File: config.mk
export PLATFORM = sky130hd
export DESIGN_NAME = pflink_rx_aligner
export DESIGN_NICKNAME = d
export VERILOG_FILES = /design/src/rtl/pflink_pkg.sv /design/src/rtl/pflink_lane_align.sv /design/src/rtl/pflink_rx_aligner.sv
export SDC_FILE = /design/constraint.sdc
export NUM_CORES = 1
export LEC_CHECK = 0
export CAP_MARGIN = 40
export CORE_ASPECT_RATIO = 0.8
export CORE_MARGIN = 2
export CORE_UTILIZATION = 25
export DETAILED_ROUTE_END_ITERATION = 8
export HOLD_SLACK_MARGIN = 0.15
export RECOVER_POWER = 50
export REMOVE_ABC_BUFFERS = 1
export SYNTH_ARGS = -nofsm -noshare
export SYNTH_HDL_FRONTEND = slang
export SYNTH_SLANG_ARGS = --single-unit
File: constraint.sdc
create_clock -name clk_link -period 8.2 [get_ports clk_link]
set_input_delay 1.23 -clock clk_link [delete_from_list [all_inputs] [get_ports clk_link]]
set_output_delay 1.23 -clock clk_link [all_outputs]
set_load 0.05 [all_outputs]
File: src/rtl/pflink_pkg.sv
// pflink_pkg: shared K-character constants and lane alignment state type
package pflink_pkg;
  localparam logic [7:0] COMMA = 8'hBC;
  localparam logic [7:0] PAD = 8'h1C;
  localparam logic [7:0] IDLE = 8'hF7;
  typedef enum logic {HUNT, ALIGNED} lane_state_e;
endpackage

File: src/rtl/pflink_lane_align.sv
// pflink_lane_align: one receive lane -- comma alignment FSM, 32-bit word assembly, bad-cycle counter
module pflink_lane_align
  import pflink_pkg::*;
#(
  parameter logic [7:0] COMMA_K = COMMA,
  parameter logic [7:0] PAD_K = PAD
) (
  input  logic        clk_link,
  input  logic        reset,
  input  logic [15:0] rx_d,
  input  logic [1:0]  rx_k,
  input  logic [1:0]  rx_nit,
  input  logic        rx_rdy,
  input  logic        counter_reset,
  output logic [31:0] out_d,
  output logic [3:0]  out_k,
  output logic        out_v,
  output logic        lane_locked,
  output logic [31:0] bad_count
);
  lane_state_e state_q, state_d;
  logic        phase_q, phase_d;
  logic [15:0] d_prev_q;
  logic [1:0]  k_prev_q;
  logic [31:0] out_d_q, cnt_q;
  logic [3:0]  out_k_q;
  logic        out_v_q, locked_q;
  logic        ok, comma, emit;
  // decode the current half and decide the next alignment state; phase 0 is the comma half
  always_comb begin
    ok = ~|rx_nit && rx_rdy;
    comma = (rx_k == 2'b01) && (rx_d[7:0] == COMMA_K);
    emit = (state_q == ALIGNED) && phase_q && ok && !comma;
    state_d = (state_q == HUNT) ? ((comma && ok) ? ALIGNED : HUNT)
                                : ((!ok || (comma && phase_q)) ? HUNT : ALIGNED);
    phase_d = (state_d == ALIGNED) && ((state_q == HUNT) ? 1'b1 : !phase_q);
  end
  // lane state, registered word output, lock flag and saturating bad counter
  always_ff @(posedge clk_link or posedge reset) begin
    if (reset) begin
      state_q <= HUNT;
      phase_q <= 1'b0;
      d_prev_q <= '0;
      k_prev_q <= '0;
      out_d_q <= {4{PAD_K}};
      out_k_q <= 4'hF;
      out_v_q <= 1'b0;
      locked_q <= 1'b0;
      cnt_q <= '0;
    end else begin
      state_q <= state_d;
      phase_q <= phase_d;
      d_prev_q <= rx_d;
      k_prev_q <= rx_k;
      out_d_q <= emit ? {rx_d, d_prev_q} : {4{PAD_K}};
      out_k_q <= emit ? {rx_k, k_prev_q} : 4'hF;
      out_v_q <= emit;
      locked_q <= (state_q == ALIGNED);
      cnt_q <= counter_reset ? '0 : (!ok && cnt_q != '1) ? cnt_q + 32'd1 : cnt_q;
    end
  end
  assign out_d = out_d_q;
  assign out_k = out_k_q;
  assign out_v = out_v_q;
  assign lane_locked = locked_q;
  assign bad_count = cnt_q;
endmodule

File: src/rtl/pflink_rx_aligner.sv
// pflink_rx_aligner: multi-lane GT receive word aligner with optional spy capture (PFLINK_RX_SPY_EN)
module pflink_rx_aligner #(
  parameter int NUM_LANES = 2,
  parameter int SPY_DEPTH = 64,
  parameter logic [7:0] COMMA = pflink_pkg::COMMA,
  parameter logic [7:0] PAD = pflink_pkg::PAD,
  localparam int LW = (NUM_LANES > 1) ? $clog2(NUM_LANES) : 1,
  localparam int AW = $clog2(SPY_DEPTH)
) (
  input  logic                    clk_link,
  input  logic                    reset,
  input  logic [16*NUM_LANES-1:0] rx_d,
  input  logic [2*NUM_LANES-1:0]  rx_k,
  input  logic [2*NUM_LANES-1:0]  rx_nit,
  input  logic [NUM_LANES-1:0]    rx_rdy,
  input  logic                    counter_reset,
  output logic [32*NUM_LANES-1:0] out_d,
  output logic [4*NUM_LANES-1:0]  out_k,
  output logic [NUM_LANES-1:0]    out_v,
  output logic [NUM_LANES-1:0]    lane_locked,
  output logic [32*NUM_LANES-1:0] bad_count,
  input  logic                    spy_start,
  input  logic [LW-1:0]           spy_lane,
  input  logic [AW-1:0]           spy_raddr,
  output logic [31:0]             spy_rdata,
  output logic                    spy_done
);
  for (genvar n = 0; n < NUM_LANES; n++) begin : g_lane
    pflink_lane_align #(.COMMA_K(COMMA), .PAD_K(PAD)) u_lane (
      .clk_link(clk_link),
      .reset(reset),
      .rx_d(rx_d[16*n +: 16]),
      .rx_k(rx_k[2*n +: 2]),
      .rx_nit(rx_nit[2*n +: 2]),
      .rx_rdy(rx_rdy[n]),
      .counter_reset(counter_reset),
      .out_d(out_d[32*n +: 32]),
      .out_k(out_k[4*n +: 4]),
      .out_v(out_v[n]),
      .lane_locked(lane_locked[n]),
      .bad_count(bad_count[32*n +: 32])
    );
  end
`ifdef PFLINK_RX_SPY_EN
  logic [31:0] spy_word [NUM_LANES];
  logic [31:0] mem [SPY_DEPTH];
  logic [31:0] rdata_q;
  logic [AW-1:0] ptr_q;
  logic [LW-1:0] lane_q;
  logic act_q, done_q;
  for (genvar n = 0; n < NUM_LANES; n++) begin : g_spy
    assign spy_word[n] = {12'h0, rx_nit[2*n +: 2], rx_k[2*n +: 2], rx_d[16*n +: 16]};
  end
  // capture control: a start (even mid-capture) rewinds the pointer and relatches the lane
  always_ff @(posedge clk_link or posedge reset) begin
    if (reset) begin
      ptr_q <= '0;
      lane_q <= '0;
      act_q <= 1'b0;
      done_q <= 1'b0;
    end else if (spy_start) begin
      ptr_q <= '0;
      lane_q <= spy_lane;
      act_q <= 1'b1;
      done_q <= 1'b0;
    end else if (act_q) begin
      ptr_q <= ptr_q + 1'b1;
      act_q <= (ptr_q != AW'(SPY_DEPTH - 1));
      done_q <= (ptr_q == AW'(SPY_DEPTH - 1));
    end
  end
  // capture RAM with registered read port
  always_ff @(posedge clk_link) begin
    if (act_q && !spy_start) mem[ptr_q] <= spy_word[lane_q];
    rdata_q <= mem[spy_raddr];
  end
  assign spy_rdata = rdata_q;
  assign spy_done = done_q;
`else
  logic unused_spy;
  assign unused_spy = ^{spy_start, spy_lane, spy_raddr};
  assign spy_rdata = '0;
  assign spy_done = 1'b0;
`endif
endmodule

==> results.toml <==
[run_status]
status = "finished, violations left"
failed_checks = "max-capacitance violations, max-slew violations"

[synthesis]
dominantRegCellSynth = "dfrtp_1"
syn-cell-area_um2 = 7490
yosys_register_bits = 180
synth_seq_area_share = 0.6067
ys_async_sr_fraction = 1.000
netlist_instances = 655
synth_cell_types = 52
yosysWarnings = 0
synth-edff-count = 0
synth.avg_cell_area_um2 = 11.43

[floorplan]
design.portCount = 226
core-area_um2 = 29430
num_rows = 56
initial_standard_cell_utilization_of_the_core = 0.2545
die_height_um = 158.8
die_x_um = 197.5
dieArea_um2 = 31370

[timing]
final_period_minus_worst_setup_slack_ps = 3562
timing.final.setup_violations = 0
achievable-frequency_mhz = 280.8
holdWs_ps = 426.2
timing.final.hold_violations = 0
setup_total_negative_slack_ps = 0
fin_clk_skew_ps = 10.37
report.final.slew_viol_count = 49
worstMarginPinSlew_ps = 1660
final_min_period_over_clock_period = 0.4344
crit_path_setup_slack_layout_ps = 4638
timing.max_slew.rel_slack = -0.1205
rsz0062_at_grt = "false"

[setup_path]
worstSetupPathType = "in2async"
cp_slowest_cell = "clkinvlp_2"
cell_count_of_the_worst_reg_to_reg_path = 5
setup.worst_path.start = "reset"
setup.worst_path.end = "g_lane[1].u_lane.out_k[3]"
timing.critical_path.fanout_max = 69
endpoint_kind = "async pin"
crit_cells = 4
critical-path-top-delay-family = "buffers and inverters"
critPathArrivalTime_ps = 4090
crit_path_start_kind = "primary input"
critical_path.reg2reg.endpoint = "g_lane[0].u_lane.bad_count[6]"
cp.buffers_inverters = 4
worst_ep_required_time_ps = 8730
timing.critical_path.cells = "dlygate4sd3_1 > clkinvlp_2 > clkbuf_1 > buf_16"
reg2reg_slack_ps = 4880
cp_slowest_stage_delay_ps = 940
crit-reg2reg-launch = "g_lane[0].u_lane.bad_count[17]"

[finish]
seq_area_um2 = 4544
antennaDiodeCount = 0
syn_to_layout_area_delta_pct = 35.87
final_cell_area_um2 = 10180
final_nets = 892
multi_input_area_um2 = 2594
fillers = 2967
drive_gt1_frac = 0.09882

[pwr]
max-vdd-ir-drop_v = 0.0001272
total_leakage_power_uw = 0.004065
power_density_over_the_cells_nw_per_um2 = 183.7

[placed_design]
worst_slack_after_detailed_placement_ps = 4709
numPortBuffers = 184
dp_hpwl_mm = 12.37
placed_area_um2 = 9624
globalplace.congestion = 0.7536

[clock_tree]
cts_h_tree_depth = 4
cts_hold_buffers = 0
ctsResizeCount = 0
cts.reportedPaths.clkPinSlew_ps = 70
clock_latency_of_the_later_clocked_register_in_the_worst_skew_pair_ps = 430
clkSinkCount = 180
cts_root_buf = "clkbuf_16"
cts_setup_buffers = 0
cts_buffers = 17
clock_path_buffers = 2
cts_tree = "built"

[routing]
antenna_violating_nets_post_route = 0
drt-total-wl_mm = 18.32
drc = 0
dr.first_iter.drc_count = 282
drtPass1Iterations = 4
routed-via-count = 5527
post_drt_via_cell_ratio = 4.504
routed_wire_length_per_instance_um = 14.93

[hold_path]
hold_path.class = "reg2reg"

[global_route]
maximum_number_of_pins_on_one_net_before_global_route_repair = 74
grt_pass1_wl_mm = 29.20
globalRouteTotalUtil = 0.1180
number_of_global_route_vias_before_repair = 5169
initial_antenna_violation_count = 0
grt_residual_overflow = 0

[flow_run]
drv_cap = 3
==> synthesized netlist by cell type, types with 4 or more instances <==
cell / instances / share of area
nor2_1: 29 / 0.015
o31ai_1: 18 / 0.018
o21ai_0: 27 / 0.018
buf_4: 40 / 0.040
buf_2: 4 / 0.0027
xnor2_1: 5 / 0.0058
and2_1: 42 / 0.035
inv_1: 9 / 0.0045
a21oi_1: 49 / 0.033
clkbuf_1: 17 / 0.0085
nor4_1: 4 / 0.0033
or4_1: 19 / 0.019
nand3_1: 25 / 0.017
dfrtp_1: 148 / 0.49
or3_1: 30 / 0.025
dfstp_2: 32 / 0.11
and3_1: 7 / 0.0058
o21ai_1: 7 / 0.0047
nor3_1: 6 / 0.0040
nand2b_1: 34 / 0.028
nor4b_1: 4 / 0.0047
nand2_1: 28 / 0.014
nor2b_1: 8 / 0.0067
nand4_1: 21 / 0.018
==> through the flow <==
step / util / cells / total power [µW]
floorplan: - / 625 / 986.3
global placement: 0.3257 / 1193 / 1033
detailed placement: 0.3270 / 1195 / 1036
CTS: 0.3477 / 1227 / 1906
global route: 0.3458 / 1227 / 1947
finish: 0.3458 / 1227 / 1869
==> worst min path at each step <==
stage	end	depth (start not counted)	from
floorplan	g_lane[0].u_lane.out_d[10]	1	g_lane[0].u_lane.d_prev_q[10]
global placement	g_lane[0].u_lane.out_d[3]	1	g_lane[0].u_lane.d_prev_q[3]
detailed placement	g_lane[0].u_lane.out_d[2]	1	g_lane[0].u_lane.d_prev_q[2]
CTS	g_lane[0].u_lane.out_k[0]	1	g_lane[0].u_lane.k_prev_q[0]
global route	g_lane[1].u_lane.out_d[3]	1	g_lane[1].u_lane.d_prev_q[3]
finish	g_lane[0].u_lane.out_k[0]	1	g_lane[0].u_lane.k_prev_q[0]
==> sequential cells by signal, indices dropped and copies added (netlist names) <==
register                   cells
g_lane.u_lane.out_d           64
g_lane.u_lane.bad_count       64
g_lane.u_lane.state_q          2
g_lane.u_lane.phase_q          2
g_lane.u_lane.d_prev_q        32
g_lane.u_lane.k_prev_q         4
g_lane.u_lane.out_k            8
g_lane.u_lane.lane_locked      2
g_lane.u_lane.out_v            2
==> final cells by class <==
class / count / area share
Inverter: 9 / 0.003443
Clock buffer: 20 / 0.04390
Tap cell: 377 / 0.04635
Multi-Input combinational cell: 436 / 0.2549
Clock inverter: 12 / 0.01574
Sequential cell: 180 / 0.4466
Timing Repair Buffer: 193 / 0.1891
==> layout by cell type, fill, tap and decap left out, drive strengths merged, types with 5 or more instances in the layout <==
cell and instances:
conb 33, xnor2 5, nand2 28, and3 7, nand4 23, clkbuf 21, nor3 6, o31ai 18
dlygate4sd3 38, clkdlybuf4s50 145, or4 20, inv 15, nor4 7, mux2 5, nor2 30, nor4b 5
a21oi 49, or3 30, o21ai 34, nand3 25, buf 9, dfrtp 148, nand2b 34, dfstp 32
and2 42, nor2b 8
==> metal layers <==
metal | routed length, µm | global-route usage | share of wire | vias to the layer above
met5 | 0 | 0 | 0 | -
met1 | 9148 | 0.1679 | 0.50 | 2739
li1 | - | - | - | 2617
met4 | 145 | 0.02973 | 0.0079 | 0
met2 | 7879 | 0.1706 | 0.43 | 160
met3 | 1145 | 0.03993 | 0.063 | 11
==> worst reg2reg max path, cell delays in order (launching register included) <==
cell and delay, ps:
dfrtp_1 450, nand4_1 320, nor4_1 1300, and3_1 700, nor4_1 110, mux2_1 330
==> logic make-up after synthesis <==
logic type	Yosys count	share of synthesized area
mux	8	0.01203
xor+xnor	7	0.008186
flops	180	0.6067
compound gates	109	0.08453
simple gates	277	0.2274
other cells	1	0.0005007
fa+ha+maj	2	0.003341
buf+inv	71	0.05730
==> power breakdown <==
| group | internal [µW] | total, µW | switching, µW |
|---|---|---|---|
| Clock | 471 | 856 | 385 |
| Combinational | 28.3 | 108 | 79.8 |
| Sequential | 899 | 905 | 5.52 |
No activity file was read; power rests on OpenSTA's default activity.
